`src/rtl/mma_sched_pkg.sv`:
```
// rtl/mma_sched_pkg.sv - shared state, command type and defaults for the tile scheduler
package mma_sched_pkg;

  localparam int DEF_IDXW = 8;
  localparam int DEF_ILV  = 4;

  typedef enum logic [1:0] {
    ST_IDLE  = 2'd0,
    ST_ISSUE = 2'd1,
    ST_DRAIN = 2'd2,
    ST_DONE  = 2'd3
  } state_e;

  typedef struct packed {
    logic [DEF_IDXW-1:0] m;
    logic [DEF_IDXW-1:0] n;
    logic [DEF_IDXW-1:0] k;
    logic                first;
    logic                last;
  } tile_cmd_t;

endpackage

```
`src/rtl/mma_tile_iter.sv`:
```
// rtl/mma_tile_iter.sv - nested (group, k, j) tile index counter with registered command fields
module mma_tile_iter #(
  parameter int IDXW = 8,
  parameter int ILV  = 4
) (
  input  logic            clk_i,
  input  logic            rst_i,
  input  logic            init_i,
  input  logic            next_i,
  input  logic [IDXW-1:0] m_tiles_i,
  input  logic [IDXW-1:0] n_tiles_i,
  input  logic [IDXW-1:0] k_tiles_i,
  output logic [IDXW-1:0] m_o,
  output logic [IDXW-1:0] n_o,
  output logic [IDXW-1:0] k_o,
  output logic            first_o,
  output logic            last_o,
  output logic            wrap_o,
  output logic [$clog2(ILV+1)-1:0] grp_d_o
);

  localparam int GW = $clog2(ILV+1);
  localparam int TW = 2 * IDXW;

  // Group size for the tiles still left: min(ILV, remaining).
  function automatic logic [GW-1:0] grp_of(input logic [TW-1:0] rem);
    if (rem >= TW'(ILV)) grp_of = GW'(ILV);
    else                 grp_of = rem[GW-1:0];
  endfunction

  logic [IDXW-1:0] n_tiles_q, n_tiles_d, k_tiles_q, k_tiles_d;
  logic [TW-1:0]   total_q, total_d, tbase_q, tbase_d;
  logic [IDXW-1:0] bm_q, bm_d, bn_q, bn_d;
  logic [IDXW-1:0] cm_q, cm_d, cn_q, cn_d;
  logic [IDXW-1:0] k_q, k_d;
  logic [GW-1:0]   j_q, j_d, grp_q, grp_d;
  logic            first_q, first_d, last_q, last_d;
  logic [IDXW-1:0] step_n, nxt_m, nxt_n;
  logic            j_end, k_end;
  logic [TW-1:0]   rem_after;

  // Walk j across the group's tiles, then k, then advance to the next group of tiles.
  always_comb begin
    n_tiles_d = n_tiles_q;
    k_tiles_d = k_tiles_q;
    total_d   = total_q;
    tbase_d   = tbase_q;
    bm_d      = bm_q;
    bn_d      = bn_q;
    cm_d      = cm_q;
    cn_d      = cn_q;
    k_d       = k_q;
    j_d       = j_q;
    grp_d     = grp_q;

    step_n    = cn_q + 1'b1;
    nxt_m     = (step_n == n_tiles_q) ? cm_q + 1'b1 : cm_q;
    nxt_n     = (step_n == n_tiles_q) ? '0 : step_n;
    j_end     = (j_q == grp_q - 1'b1);
    k_end     = (k_q == k_tiles_q - 1'b1);
    rem_after = total_q - tbase_q - TW'(grp_q);

    if (init_i) begin
      n_tiles_d = n_tiles_i;
      k_tiles_d = k_tiles_i;
      total_d   = TW'(m_tiles_i) * TW'(n_tiles_i);
      tbase_d   = '0;
      bm_d      = '0;
      bn_d      = '0;
      cm_d      = '0;
      cn_d      = '0;
      k_d       = '0;
      j_d       = '0;
      grp_d     = grp_of(total_d);
    end else if (next_i) begin
      if (!j_end) begin
        j_d  = j_q + 1'b1;
        cm_d = nxt_m;
        cn_d = nxt_n;
      end else if (!k_end) begin
        j_d  = '0;
        k_d  = k_q + 1'b1;
        cm_d = bm_q;
        cn_d = bn_q;
      end else begin
        j_d     = '0;
        k_d     = '0;
        bm_d    = nxt_m;
        bn_d    = nxt_n;
        cm_d    = nxt_m;
        cn_d    = nxt_n;
        tbase_d = tbase_q + TW'(grp_q);
        grp_d   = grp_of(rem_after);
      end
    end

    first_d = (k_d == '0);
    last_d  = (k_d == k_tiles_d - 1'b1);
  end

  // Index state; everything clears so command fields read zero out of reset.
  always_ff @(posedge clk_i) begin
    if (rst_i) begin
      n_tiles_q <= '0;
      k_tiles_q <= '0;
      total_q   <= '0;
      tbase_q   <= '0;
      bm_q      <= '0;
      bn_q      <= '0;
      cm_q      <= '0;
      cn_q      <= '0;
      k_q       <= '0;
      j_q       <= '0;
      grp_q     <= '0;
      first_q   <= 1'b0;
      last_q    <= 1'b0;
    end else begin
      n_tiles_q <= n_tiles_d;
      k_tiles_q <= k_tiles_d;
      total_q   <= total_d;
      tbase_q   <= tbase_d;
      bm_q      <= bm_d;
      bn_q      <= bn_d;
      cm_q      <= cm_d;
      cn_q      <= cn_d;
      k_q       <= k_d;
      j_q       <= j_d;
      grp_q     <= grp_d;
      first_q   <= first_d;
      last_q    <= last_d;
    end
  end

  assign m_o     = cm_q;
  assign n_o     = cn_q;
  assign k_o     = k_q;
  assign first_o = first_q;
  assign last_o  = last_q;
  assign wrap_o  = j_end && k_end && (tbase_q + TW'(grp_q) == total_q);
  assign grp_d_o = grp_d;

endmodule

```
`src/rtl/mma_tile_scheduler.sv`:
```
// rtl/mma_tile_scheduler.sv - tiled GEMM command scheduler; MMA_SCHED_PERF_EN adds perf counters
module mma_tile_scheduler
  import mma_sched_pkg::*;
#(
  parameter int IDXW = DEF_IDXW,
  parameter int ILV  = DEF_ILV
`ifdef MMA_SCHED_PERF_EN
  ,
  parameter int PERFW = 32
`endif
) (
  input  logic            clk_i,
  input  logic            rst_i,
  input  logic            start_i,
  input  logic [IDXW-1:0] m_tiles_i,
  input  logic [IDXW-1:0] n_tiles_i,
  input  logic [IDXW-1:0] k_tiles_i,
  output logic            busy_o,
  output logic            done_o,
  output logic            err_o,
  output logic            cmd_valid_o,
  input  logic            cmd_ready_i,
  output logic [IDXW-1:0] cmd_m_o,
  output logic [IDXW-1:0] cmd_n_o,
  output logic [IDXW-1:0] cmd_k_o,
  output logic            cmd_first_o,
  output logic            cmd_last_o,
  input  logic            rsp_fire_i
`ifdef MMA_SCHED_PERF_EN
  ,
  output logic [PERFW-1:0] perf_busy_o,
  output logic [PERFW-1:0] perf_stall_o,
  output logic [PERFW-1:0] perf_cmds_o
`endif
);

  localparam int OUTW = $clog2(ILV+1);

  state_e          state_q, state_d;
  logic [OUTW-1:0] out_q, out_d;
  logic            valid_q, valid_d, busy_q, busy_d, done_q, done_d, err_q, err_d;
  logic            fire, accept, zero_cfg, rsp_bad, rsp_ok, iter_wrap;
  logic [OUTW-1:0] grp_d;

  assign fire     = valid_q & cmd_ready_i;
  assign accept   = (state_q == ST_IDLE) & start_i;
  assign zero_cfg = (m_tiles_i == '0) | (n_tiles_i == '0) | (k_tiles_i == '0);
  assign rsp_bad  = rsp_fire_i & (out_q == '0);
  assign rsp_ok   = rsp_fire_i & ~rsp_bad;

  mma_tile_iter #(
    .IDXW (IDXW),
    .ILV  (ILV)
  ) u_iter (
    .clk_i     (clk_i),
    .rst_i     (rst_i),
    .init_i    (accept),
    .next_i    (fire),
    .m_tiles_i (m_tiles_i),
    .n_tiles_i (n_tiles_i),
    .k_tiles_i (k_tiles_i),
    .m_o       (cmd_m_o),
    .n_o       (cmd_n_o),
    .k_o       (cmd_k_o),
    .first_o   (cmd_first_o),
    .last_o    (cmd_last_o),
    .wrap_o    (iter_wrap),
    .grp_d_o   (grp_d)
  );

  // Job sequencing, outstanding tracking and next-cycle values of every registered output.
  always_comb begin
    state_d = state_q;
    err_d   = err_q;
    out_d   = out_q + OUTW'(fire) - OUTW'(rsp_ok);
    case (state_q)
      ST_IDLE: begin
        if (start_i) begin
          err_d   = 1'b0;
          state_d = ST_ISSUE;
          if (zero_cfg) begin
            err_d   = 1'b1;
            state_d = ST_DONE;
          end
        end
      end
      ST_ISSUE: if (fire && iter_wrap) state_d = ST_DRAIN;
      ST_DRAIN: if (out_q == '0) state_d = ST_DONE;
      default:  state_d = ST_IDLE;
    endcase
    if (rsp_bad) err_d = 1'b1;
    // Holding valid to outstanding < g keeps (tile, k) behind the retire of (tile, k-1).
    valid_d = (state_d == ST_ISSUE) && (out_d < grp_d);
    busy_d  = (state_d == ST_ISSUE) || (state_d == ST_DRAIN);
    done_d  = (state_d == ST_DONE);
  end

  // Control state and registered status outputs.
  always_ff @(posedge clk_i) begin
    if (rst_i) begin
      state_q <= ST_IDLE;
      out_q   <= '0;
      valid_q <= 1'b0;
      busy_q  <= 1'b0;
      done_q  <= 1'b0;
      err_q   <= 1'b0;
    end else begin
      state_q <= state_d;
      out_q   <= out_d;
      valid_q <= valid_d;
      busy_q  <= busy_d;
      done_q  <= done_d;
      err_q   <= err_d;
    end
  end

  assign cmd_valid_o = valid_q;
  assign busy_o      = busy_q;
  assign done_o      = done_q;
  assign err_o       = err_q;

`ifdef MMA_SCHED_PERF_EN
  logic [PERFW-1:0] pbusy_q, pbusy_d, pstall_q, pstall_d, pcmds_q, pcmds_d;

  // Saturating job counters; in ISSUE a low valid means outstanding >= g.
  always_comb begin
    pbusy_d  = pbusy_q;
    pstall_d = pstall_q;
    pcmds_d  = pcmds_q;
    if (accept) begin
      pbusy_d  = '0;
      pstall_d = '0;
      pcmds_d  = '0;
    end else begin
      if (busy_q && !(&pbusy_q)) pbusy_d = pbusy_q + 1'b1;
      if ((state_q == ST_ISSUE) && !valid_q && !(&pstall_q)) pstall_d = pstall_q + 1'b1;
      if (fire && !(&pcmds_q)) pcmds_d = pcmds_q + 1'b1;
    end
  end

  // Perf counter registers.
  always_ff @(posedge clk_i) begin
    if (rst_i) begin
      pbusy_q  <= '0;
      pstall_q <= '0;
      pcmds_q  <= '0;
    end else begin
      pbusy_q  <= pbusy_d;
      pstall_q <= pstall_d;
      pcmds_q  <= pcmds_d;
    end
  end

  assign perf_busy_o  = pbusy_q;
  assign perf_stall_o = pstall_q;
  assign perf_cmds_o  = pcmds_q;
`endif

endmodule

```
`config.mk`:
```
export PLATFORM = sky130hd
export DESIGN_NAME = mma_tile_scheduler
export DESIGN_NICKNAME = d
export VERILOG_FILES = /design/src/rtl/mma_sched_pkg.sv /design/src/rtl/mma_tile_iter.sv /design/src/rtl/mma_tile_scheduler.sv
export SDC_FILE = /design/constraint.sdc
export NUM_CORES = 1
export LEC_CHECK = 0
export BUFFER_PORTS_ARGS = -buffer_cell sky130_fd_sc_hd__buf_4
export CORE_MARGIN = 1.5
export CORE_UTILIZATION = 57
export DETAILED_ROUTE_END_ITERATION = 8
export GPL_TIMING_DRIVEN = 0
export PLACE_DENSITY = 0.8
export SYNTH_ARGS = -nofsm -noshare
export SYNTH_HDL_FRONTEND = slang
export SYNTH_SLANG_ARGS = --single-unit
```
`constraint.sdc`:
```
create_clock -name clk_i -period 5.9 [get_ports clk_i]
set_clock_uncertainty 0.1 [all_clocks]
set_input_delay 0.59 -clock clk_i [delete_from_list [all_inputs] [get_ports clk_i]]
set_output_delay 0.59 -clock clk_i [all_outputs]
set_load 0.1 [all_outputs]
```
==> key figures, run 1 <==
Synth
  – Register area share after synthesis: 0.227
  – Yosys top cell by area: dfxtp_1
  – Ys async rst share: 0
  – Yosys reg bits: 105
  – Top-count cell post-synth: nand2_1
  – Cells after synthesis: 1,164
  – Commonest cells in the netlist: 117 x nand2_1, 115 x inv_1, 107 x nor2_1
  – Syn_area_per_cell: 7.96 µm²
  – Syn Nets: 1,317
  – Main area contributors after synthesis: dfxtp_1 23%, ha_1 11%, fa_1 8.9%
  – Yosys cell types: 74
  – Yosys warns: 0
  – Area share of the largest cell type after synthesis: 0.227
  – EDFF count, synth: 0
  – Mapped Area: 9270 µm²
  – Top_reg_cell synth: dfxtp_1

Floorplanning
  – Num ports: 59
  – Die Span Y: 131 µm
  – Row count: 46
  – Starting Density: 0.583
  – Die area: 17,000 µm²
  – Core area: 15,900 µm²
  – Die W: 131 µm

STA
  – Final worst-path cycle share: 0.969
  – Slew @ Worst Pin: 0.704 ns
  – Final Max Slew Viols: 0
  – RSZ-0062 raised after global routing: no
  – Max Freq: 175 MHz
  – # setup viols final: 0
  – Slew headroom: 0.527
  – Final TNS setup: 0 ns
  – Worst Slack Setup Final: 0.182 ns
  – Min Clock Period, post-route: 5.72 ns
  – Final Hold Viols: 0

Route
  – Routed WL: 23,800 µm
  – Mean routed wirelength per cell: 16.4 µm
  – Drt first pass iters: 6
  – Remaining antenna violation count: 0
  – Starting DRC count in detailed routing: 921
  – Vias per cell: 5.92
  – Vias post-DR: 8,604
  – DRC viols: 0

Clock tree
  – Clock Latency Late Sink: 0.35 ns
  – Hold buffer count at cts: 0
  – Sink Count: 105
  – TritonCTS Buffers: 9
  – TritonCTS clock tree: yes
  – Root buffer cell: clkbuf_16
  – Max clock buf depth: 2
  – H-tree level count: 3
  – Worst-path clk slew: 0.08 ns

Min path
  – HP Class: reg2reg
  – Hold EP: u_iter.bn_q[3]
  – Hold Path Origin: u_iter.bn_q[3]
  – Hold Path Depth: 2

Power
  – Clock Power Share: 0.205
  – Final Power: 3.01 mW
  – Combinational power share: 0.524
  – Pwr/cell area: 292 nW/µm²
  – Max rail drop VDD: 0.181 mV
  – Switching pwr: 1.27 mW
  – Sequential share of power: 0.270
  – Sw frac: 0.420
  – Internal power: 1.75 mW
  – Static Leakage: 4.45 nW

Worst setup path
  – Startpoint types: input pin
  – CP Class: in2reg
  – Worst EP arrival: 5.84 ns
  – Req. time, crit path: 6.03 ns
  – Critical path capture point type: register
  – Critical R2R Launch: u_iter.grp_q[0]
  – R2R Path End: cmd_valid_o
  – Reg2reg path depth: 19
  – R2R setup slack: 0.64 ns
  – Critical Path Fanout Max: 9

Place
  – Port Buffers: 54
  – DP Cell Count: 1,434
  – Placed wire-length estimate: 18,400 µm
  – Place WS: -0.543 ns
  – Routability cong.: 0.911

Layout
  – Nets: 1,385
  – Area grow syn2layout: 11.3%
  – Finished Layout Cells: 1,453
  – Share of layout cells above drive strength 1: 0.0897
  – Diode count: 0

Global route
  – First-pass GRT wire length: 38,000 µm
  – Gr usage total: 0.281
  – Vias in the first global route: 7,746
  – Initial antenna violation count: 0
  – Largest net degree at the start of global routing: 19
  – Grt total ovfl: 0

Job
  – Max-Cap Viols: 0

Run status
  – Status: complete, no violations
## layout make-up
class / count / area, µm²
multi-input cells: 891 / 6540
fillers: 1373 / 5570
flip-flops and latches: 105 / 2100
repair buffers: 58 / 435
inverters: 115 / 432
well taps: 216 / 270
plain buffers: 52 / 229
clock buffers: 9 / 225
clock inverters: 7 / 76.3
## flip-flops by register name, summed over array words and instances (netlist names), 8 cells and up
name / count
u_iter.bm_q: 8
u_iter.bn_q: 8
u_iter.total_q: 16
u_iter.m_o: 8
u_iter.tbase_q: 16
u_iter.k_tiles_q: 8
u_iter.k_o: 8
u_iter.n_o: 8
u_iter.n_tiles_q: 8
## timing repair
item,CTS,global route
resized for setup,3,14
pin swaps,0,4
setup endpoints to repair,1,1
buffers inserted,0,4
## layer usage
layer	vias up	global-route usage	part of all wire	wire length [µm]
li1	4144	-	-	-
met1	4086	0.395	0.45	10700
met2	340	0.459	0.46	11000
met3	34	0.0395	0.072	1710
met4	0	0.0698	0.015	357
met5	-	0	0	0
## cell families (layout without fill, tap and decap cells)
| group | after synthesis | after routing | share of synthesized area |
|---|---|---|---|
| multiplexers | 9 | 9 | 0.00999 |
| AND/OR/NAND/NOR | 450 | 450 | 0.242 |
| AO/OA/AOI/OAI | 213 | 213 | 0.159 |
| flip-flops | 105 | 105 | 0.227 |
| buffers and inverters | 168 | 241 | 0.0705 |
| XOR/XNOR | 95 | 95 | 0.0913 |
| adder cells (fa/ha/maj) | 124 | 124 | 0.201 |
## per-stage QoR
stage / utilization / area [µm²] / hold slack [ns]
2_1_floorplan: - / 9270 / 0.331
3_3_place_gp: 0.626 / 9940 / 0.339
3_5_place_dp: 0.626 / 9940 / 0.347
4_1_cts: 0.645 / 10200 / 0.357
5_1_grt: 0.649 / 10300 / 0.372
6_report: 0.649 / 10300 / 0.360
## cells in the final DEF, fill, tap and decap left out, types with 4 or more instances in the layout
master and n:
xnor2_1 46, nor4_1 16, buf_2 9, clkbuf_16 9, a31oi_1 8, nor3b_1 7, nor2_1 107, o21ai_0 18
buf_4 59, nand3_1 34, or4_1 6, o31ai_1 8, a21oi_1 74, inv_1 115, o22ai_1 5, a21o_1 10
or2_2 4, fa_1 41, xor2_1 48, nand2_1 117, a22oi_1 7, mux2i_1 7, dfxtp_1 105, clkbuf_1 35
a222oi_1 10, ha_1 82, or3_1 10, a211o_1 8, o21a_1 5, nor2b_1 8, a211oi_1 12, nand2b_1 9
and2_1 54, and3_1 9, nand4_1 13, o2111ai_1 4, and4_1 5, nor3_1 33, a221oi_1 4, o211ai_1 9
## power groups by stage
| stage | Combinational (mW) | Sequential, mW | Clock (mW) |
|---|---|---|---|
| 2_1_floorplan | 1.16 | 0.842 | 0 |
| 3_3_place_gp | 1.46 | 0.826 | 0 |
| 3_5_place_dp | 1.49 | 0.828 | 0 |
| 4_1_cts | 1.50 | 0.812 | 0.621 |
| 5_1_grt | 1.78 | 0.818 | 0.644 |
| 6_report | 1.58 | 0.815 | 0.619 |
## worst max path at each step
stage,from,endpoint,cells after the start
finish,m_tiles_i[1],cmd_valid_o,22
global route,m_tiles_i[1],cmd_valid_o,22
CTS,n_tiles_i[7],cmd_valid_o,23
detailed placement,n_tiles_i[6],cmd_valid_o,23
global placement,n_tiles_i[7],cmd_valid_o,23
floorplan,n_tiles_i[7],cmd_valid_o,23
## worst max-delay path: stages
cell and delay (ns):
buf_4 0.16, and2_1 0.18, fa_1 0.45, fa_1 0.54
inv_1 0.05, fa_1 0.46, fa_1 0.54, inv_1 0.04
ha_1 0.33, o21a_1 0.16, a211o_1 0.33, a21oi_1 0.18
xor2_1 0.21, nand4_1 0.11, or3_4 0.40, nor3_4 0.22
nand3_2 0.10, and3_1 0.20, ha_1 0.27, nor2_1 0.04
o211ai_1 0.16, o21ai_1 0.12
Note: power is estimated with default switching activity, not from simulation.
==> inputs of run 2 (changes only) <==
- CELL_PAD_IN_SITES_DETAIL_PLACEMENT: not set -> 1
- CELL_PAD_IN_SITES_GLOBAL_PLACEMENT: not set -> 1
- CORE_UTILIZATION: 57 -> 42
- PLACE_DENSITY: 0.8 -> 0.78
==> run 2 against run 1 <==
Effect of this change: design area grew 1.4%; routed wire length grew 17%; non-clock buffer count rose by 1; first-iteration DRC count down 57%; register-to-register slack lost 0.06 ns; power up 3.0%; largest power group unchanged; highest routed layer unchanged.
==> key figures, run 2 (same netlist as run 1, synthesis figures left out) <==
Worst setup path
  – R2R setup slack: 0.58 ns (was 0.64 ns)
  – Worst EP arrival: 5.80 ns (was 5.84 ns)
  – Req. time, crit path: 6.03 ns (about the same)
  – Critical Path Fanout Max: 9 (unchanged)
  – CP Class: in2reg (unchanged)
  – Startpoint types: input pin (unchanged)
  – R2R Path End: cmd_valid_o (unchanged)
  – Critical R2R Launch: u_iter.grp_q[0] (unchanged)
  – Reg2reg path depth: 19 (unchanged)
  – Critical path capture point type: register (unchanged)

STA
  – Max Freq: 176 MHz (was 175 MHz)
  – Slew @ Worst Pin: 0.819 ns (was 0.704 ns)
  – # setup viols final: 0 (unchanged)
  – Slew headroom: 0.450 (was 0.527)
  – Final worst-path cycle share: 0.962 (was 0.969)
  – Final Max Slew Viols: 0 (unchanged)
  – Final Hold Viols: 0 (unchanged)
  – Min Clock Period, post-route: 5.68 ns (was 5.72 ns)

Global route
  – Largest net degree at the start of global routing: 19 (unchanged)
  – Grt met2 use: 0.410 (was 0.459)
  – Grt total ovfl: 0 (unchanged)
  – Vias in the first global route: 8,570 (was 7,746)
  – Gr busiest metal: met2 (unchanged)
  – Met1 usage: 0.339 (was 0.395)
  – M3 GR Usage: 0.0287 (was 0.0395)
  – Initial antenna violation count: 0 (unchanged)
  – First-pass GRT wire length: 44,400 µm (was 38,000 µm)
  – Gr usage total: 0.245 (was 0.281)

Layout
  – Final instance area: 10,500 µm² (was 10,300 µm²)
  – Commonest non-fill, non-tap cell in the layout: nand2_1 (unchanged)
  – Most frequent cells in the layout: 116 x nand2_1, 115 x inv_1, 107 x nor2_1, 105 x dfxtp_1, 80 x ha_1 (was 117 x nand2_1, 115 x inv_1, 107 x nor2_1, 105 x dfxtp_1, 82 x ha_1)
  – Diode count: 0 (unchanged)
  – Share of layout cells above drive strength 1: 0.0977 (was 0.0897)
  – Biggest regs: u_iter.tbase_q: 16 flops, u_iter.total_q: 16 flops (unchanged)
  – Nets: 1,386 (was 1,385)
  – Area grow syn2layout: 12.8% (was 11.3%)
  – Post-layout util: 0.480 (was 0.649)

Power
  – Pwr/cell area: 297 nW/µm² (was 292 nW/µm²)
  – Switching pwr: 1.35 mW (was 1.27 mW)
  – Static Leakage: 4.47 nW (was 4.45 nW)
  – Sw frac: 0.435 (was 0.420)
  – Clock Power Share: 0.193 (was 0.205)
  – Combinational power share: 0.545 (was 0.524)
  – Sequential share of power: 0.263 (was 0.270)
  – Max rail drop VDD: 0.148 mV (was 0.181 mV)
  – Internal power: 1.75 mW (about the same)

Route
  – Routed WL: 27,800 µm (was 23,800 µm)
  – Vias per cell: 5.67 (was 5.92)
  – Starting DRC count in detailed routing: 394 (was 921)
  – Drt first pass iters: 6 (unchanged)
  – DRC viols: 0 (unchanged)
  – Mean routed wirelength per cell: 18.3 µm (was 16.4 µm)
  – Vias post-DR: 8,602 (was 8,604)
  – Remaining antenna violation count: 0 (unchanged)

Clock tree
  – Clock Latency Late Sink: 0.36 ns (was 0.35 ns)
  – Root buffer cell: clkbuf_16 (unchanged)
  – Worst-path clk slew: 0.08 ns (about the same)
  – TritonCTS Buffers: 9 (unchanged)
  – H-tree level count: 3 (unchanged)
  – Sink Count: 105 (unchanged)
  – Max clock buf depth: 2 (unchanged)
  – TritonCTS clock tree: yes (unchanged)

Min path
  – Hold Path Origin: u_iter.bn_q[5] (was u_iter.bn_q[3])
  – HP Class: reg2reg (unchanged)
  – Hold Path Depth: 2 (unchanged)
  – Hold EP: u_iter.bn_q[5] (was u_iter.bn_q[3])

Floorplanning
  – Die Span Y: 152 µm (was 131 µm)
  – Row count: 54 (was 46)
  – Die area: 23,000 µm² (was 17,000 µm²)
  – Num ports: 59 (unchanged)
  – Starting Density: 0.426 (was 0.583)
  – Die W: 152 µm (was 131 µm)
  – Core area: 21,800 µm² (was 15,900 µm²)

Place
  – Port Buffers: 54 (unchanged)
  – Routability cong.: 0.859 (was 0.911)
  – Dpl cell area: 10,000 µm² (was 9940 µm²)
  – Placed wire-length estimate: 21,700 µm (was 18,400 µm)

Run status
  – Status: complete, no violations (unchanged)

Job
  – Max-Cap Viols: 0 (unchanged)
## run 2: changes by cell type in the layout (fill, tap and decap cells not counted), moves of 2 or more
cell     delta
a21oi_1     -2
a21oi_2     +2
buf_4       +2
ha_1        -2
ha_4        +2
## run 2: metrics by stage
step           total power, mW  hold slack, ns  std cells  setup WS, ns  TNS, ns
6_report                  3.10           0.359       1518         0.224        0
4_1_cts                   2.98           0.358       1514       0.00532        0
5_1_grt                   3.34           0.385       1518       -0.0111  -0.0111
2_1_floorplan             2.00           0.331       1164       0.00345        0
3_5_place_dp              2.38           0.349       1498        -0.605   -0.605
3_3_place_gp              2.32           0.338       1498        -0.516   -0.516
## run 2: timing repair
item                       in CTS  in global routing
setup endpoints to repair       1                  1
pin swaps                       0                 11
hold buffers                    0                  0
resized for setup               4                 25
setup buffers                   0                  5
## run 2: worst max-delay path, stage by stage
cell and delay [ns]:
buf_4 0.16, and2_1 0.18, fa_1 0.45, fa_1 0.54
inv_1 0.05, fa_1 0.46, fa_1 0.55, inv_1 0.07
ha_4 0.25, o21a_1 0.13, a211o_1 0.34, a21oi_2 0.18
xor2_2 0.19, nand4_1 0.10, or3_4 0.40, nor3_4 0.22
nand3_1 0.13, and3_1 0.20, ha_1 0.27, nor2_1 0.04
o211ai_1 0.16, o21ai_1 0.13
## run 2: area by class of cell
type / count / area (µm²)
fillers: 2732 / 11300
repair buffers: 59 / 443
plain buffers: 52 / 229
clock buffers: 10 / 239
multi-input cells: 891 / 6610
flip-flops and latches: 105 / 2100
inverters: 115 / 432
well taps: 280 / 350
clock inverters: 6 / 50.0
## run 2: worst max path at each step
| stage | from | cells past startpoint | endpoint | slack [ns] |
|---|---|---|---|---|
| after floorplan | n_tiles_i[7] | 23 | cmd_valid_o | 0.003 |
| final | m_tiles_i[1] | 22 | cmd_valid_o | 0.22 |
| after global placement | n_tiles_i[7] | 23 | cmd_valid_o | -0.52 |
| after detailed placement | n_tiles_i[7] | 23 | cmd_valid_o | -0.60 |
| after CTS | n_tiles_i[7] | 23 | cmd_valid_o | 0.005 |
| after global routing | m_tiles_i[1] | 22 | cmd_valid_o | -0.01 |
## run 2: power groups by stage
stage | clock network, mW | registers [mW] | logic, mW
floorplan | 0 | 0.842 | 1.16
global placement | 0 | 0.829 | 1.49
detailed placement | 0 | 0.831 | 1.55
CTS | 0.603 | 0.814 | 1.56
global route | 0.631 | 0.820 | 1.89
finish | 0.598 | 0.816 | 1.69
## run 2: per-layer routing
metal	wire, µm	vias to the layer above
met2	13100	168
li1	-	4151
met4	344	0
met5	0	-
met3	1030	26
met1	13400	4257
==> inputs of run 3 (changes only) <==
- CORE_UTILIZATION: 42 -> 43
- CTS_CLUSTER_DIAMETER: not set -> 40
- PLACE_DENSITY: 0.78 -> 0.79
- SYNTH_HIERARCHICAL: not set -> 1
- TNS_END_PERCENT: not set -> 10
==> run 3 against run 2 <==
Effect of this change: cell count decreased by 3.2%; fmax decreased by 3.0%; sequential share of layout area about the same; clock power increased by 19%; die area decreased by 3.2%; setup slack got worse by 0.17 ns; via count decreased by 5.2%.
==> key figures, run 3 <==
Run status
  – Status: complete, no violations (unchanged)

Place
  – Routability cong.: 0.861 (was 0.859)
  – Placed wire-length estimate: 20,700 µm (was 21,700 µm)
  – Port Buffers: 57 (was 54)

Synth
  – Syn Nets: 1,269 (was 1,317)
  – Top_reg_cell synth: dfxtp_1 (unchanged)
  – Commonest cells in the netlist: 120 x inv_1, 113 x nor2_1, 105 x dfxtp_1 (was 117 x nand2_1, 115 x inv_1, 107 x nor2_1)
  – Yosys cell types: 74 (unchanged)
  – Cells after synthesis: 1,116 (was 1,164)
  – Yosys top cell by area: dfxtp_1 (unchanged)
  – Mapped Area: 9180 µm² (was 9270 µm²)
  – Yosys warns: 6 (was 0)
  – EDFF count, synth: 0 (unchanged)
  – Top-count cell post-synth: inv_1 (was nand2_1)
  – Area share of the largest cell type after synthesis: 0.229 (was 0.227)
  – Yosys reg bits: 105 (unchanged)
  – Register area share after synthesis: 0.229 (was 0.227)
  – Syn_area_per_cell: 8.23 µm² (was 7.96 µm²)
  – Ys async rst share: 0 (unchanged)
  – Main area contributors after synthesis: dfxtp_1 23%, ha_1 11%, fa_1 8.9% (unchanged)

Route
  – Routed WL: 26,400 µm (was 27,800 µm)
  – Starting DRC count in detailed routing: 351 (was 394)
  – Vias post-DR: 8,154 (was 8,602)
  – Mean routed wirelength per cell: 17.9 µm (was 18.3 µm)
  – Remaining antenna violation count: 0 (unchanged)
  – Vias per cell: 5.55 (was 5.67)
  – Drt first pass iters: 6 (unchanged)
  – DRC viols: 0 (unchanged)

STA
  – # setup viols final: 0 (unchanged)
  – Slew @ Worst Pin: 0.922 ns (was 0.819 ns)
  – Max Freq: 171 MHz (was 176 MHz)
  – Slew headroom: 0.380 (was 0.450)
  – Final TNS setup: 0 ns (unchanged)
  – Final Hold Viols: 0 (unchanged)
  – Min Clock Period, post-route: 5.85 ns (was 5.68 ns)
  – Final Max Slew Viols: 0 (unchanged)
  – Final worst-path cycle share: 0.991 (was 0.962)
  – RSZ-0062 raised after global routing: yes

Clock tree
  – Max clock buf depth: 2 (unchanged)
  – Root buffer cell: clkbuf_16 (unchanged)
  – Worst-path clk slew: 0.08 ns (about the same)
  – TritonCTS Buffers: 9 (unchanged)
  – Clock Latency Late Sink: 0.37 ns (was 0.36 ns)
  – H-tree level count: 3 (unchanged)
  – TritonCTS clock tree: yes (unchanged)
  – Sink Count: 105 (unchanged)
  – Hold buffer count at cts: 0 (unchanged)

Layout
  – Nets: 1,343 (was 1,386)
  – Share of layout cells above drive strength 1: 0.106 (was 0.0977)
  – Most frequent cells in the layout: 118 x inv_1, 113 x nor2_1, 105 x dfxtp_1, 81 x nand2_1, 80 x ha_1 (was 116 x nand2_1, 115 x inv_1, 107 x nor2_1, 105 x dfxtp_1, 80 x ha_1)
  – Diode count: 0 (unchanged)
  – Post-layout util: 0.499 (was 0.480)
  – Commonest non-fill, non-tap cell in the layout: inv_1 (was nand2_1)
  – Area grow syn2layout: 13.8% (was 12.8%)
  – Biggest regs: u_iter/tbase_q: 16 flops, u_iter/total_q: 16 flops (was u_iter.tbase_q: 16 flops, u_iter.total_q: 16 flops)

Worst setup path
  – Startpoint types: input pin (unchanged)
  – Critical path's top delay family: adder cells (unchanged)
  – CP Class: in2reg (unchanged)
  – Worst EP arrival: 6.01 ns (was 5.80 ns)
  – Critical path capture point type: register (unchanged)
  – Crit-path cells: buf_4 -> and2_1 -> fa_2 -> fa_1 -> ha_1 -> inv_1 -> fa_1 -> inv_1 -> ha_1 -> nor2b_1 -> o31a_1 -> o31a_1 -> buf_4 -> o22a_1 -> a21o_1 -> a21oi_1 -> xnor2_1 -> or4_4 -> nand3_2 -> inv_2 -> ha_4 -> a21boi_2 -> o21ai_1 -> and3_1 (was buf_4 -> and2_1 -> fa_1 -> fa_1 -> inv_1 -> fa_1 -> fa_1 -> inv_1 -> ha_4 -> o21a_1 -> a211o_1 -> a21oi_2 -> xor2_2 -> nand4_1 -> or3_4 -> nor3_4 -> nand3_1 -> and3_1 -> ha_1 -> nor2_1 -> o211ai_1 -> o21ai_1)
  – Crit-path slowest cell: or4_4 (was fa_1)
  – CP bufs+invs: 5 (was 3)
  – Req. time, crit path: 6.06 ns (was 6.03 ns)
  – Crit-path max cell delay: 0.62 ns (was 0.55 ns)
  – Critical Path Fanout Max: 9 (unchanged)

Global route
  – First-pass GRT wire length: 43,600 µm (was 44,400 µm)
  – Vias in the first global route: 8,669 (was 8,570)
  – Initial antenna violation count: 0 (unchanged)
  – Grt total ovfl: 0 (unchanged)
  – Gr usage total: 0.246 (was 0.245)
  – Largest net degree at the start of global routing: 21 (was 19)

Floorplanning
  – Core area: 21,000 µm² (was 21,800 µm²)
  – Row count: 53 (was 54)
  – Die area: 22,200 µm² (was 23,000 µm²)
  – Num ports: 59 (unchanged)
  – Starting Density: 0.438 (was 0.426)
  – Die Span Y: 149 µm (was 152 µm)
  – Die W: 149 µm (was 152 µm)

Power
  – Static Leakage: 4.49 nW (was 4.47 nW)
  – Max rail drop VDD: 0.139 mV (was 0.148 mV)
  – Pwr/cell area: 309 nW/µm² (was 297 nW/µm²)

Job
  – Max-Cap Viols: 0 (unchanged)

Min path
  – HP Class: reg2reg (unchanged)
## run 3: cell count changes after synthesis, moves of 8 or more
cell / change
o21ai_0: +14
nor4_1: -9
xnor2_1: +13
mux2i_1: +25
a21oi_1: -27
clkbuf_1: -8
nor3_1: -16
nand2_1: -36
## run 3: routing by layer
layer  track usage  part of all wire  vias to the layer above
met1         0.321              0.46                     4048
met2         0.436              0.49                      125
li1              -                 -                     3963
met5             0                 0                        -
met3        0.0294             0.034                       18
met4        0.0465            0.0097                        0
## run 3: repair_timing
item                                   CTS  global route
gates resized for setup                 28             3
setup endpoints to repair                2             2
pin swaps                               18             4
buffers inserted                         5             1
endpoints found under the hold margin    0             0
## run 3: report_power, final
group | internal [mW] | leakage [nW] | switching [mW]
Sequential | 0.768 | 0.853 | 0.0553
Combinational | 0.710 | 3.47 | 0.987
Clock | 0.386 | 0.168 | 0.325
Total | 1.86 | 4.49 | 1.37
## run 3: worst paths after layout
| path | from | to | slack (ns) | depth (start not counted) |
|---|---|---|---|---|
| worst min register to register | u_iter/bn_q[5] | u_iter/bn_q[5] | 0.37 | 2 |
| worst max-delay path | m_tiles_i[0] | cmd_valid_o | 0.05 | 24 |
| worst min-delay path | u_iter/bn_q[5] | u_iter/bn_q[5] | 0.37 | 2 |
| worst max register to register | state_q[1] | u_iter/last_o | 0.34 | 17 |
## run 3: tightest hold or removal path, stage by stage (launching register included)
cell and delay [ns]:
dfxtp_1 0.32, nand2_1 0.05, a21oi_1 0.05
## run 3: final cells by class
class | count | area, µm²
Buffer | 42 | 191
Sequential cell | 105 | 2100
Clock inverter | 7 | 119
Multi-Input combinational cell | 848 | 6520
Tap cell | 275 | 344
Timing Repair Buffer | 63 | 497
Fill cell | 2607 | 10500
Clock buffer | 9 | 225
Inverter | 121 | 454
## run 3: logic make-up (layout without fill, tap and decap cells)
logic type,Yosys count,after routing,share of synthesized area
and+or+nand+nor,391,391,0.215
AOI/OAI and AO/OA,194,194,0.145
buffers and inverters,163,242,0.0691
adders and majority gates,124,124,0.203
xor gates and xnor gates,105,105,0.102
DFF,105,105,0.229
muxes,34,34,0.0373
## run 3: per-stage QoR
stage                     power, mW  cells  hold WS [ns]  setup WS (ns)  instance area, µm²
final                          3.23   1470         0.366         0.0505               10400
after global routing           3.48   1470         0.376         -0.160               10400
after global placement         2.39   1448         0.343         -0.645                9950
after CTS                      3.25   1469         0.369        -0.0411               10400
after detailed placement       2.45   1448         0.355         -0.746                9950
after floorplan                2.06   1116         0.331         0.0152                9180
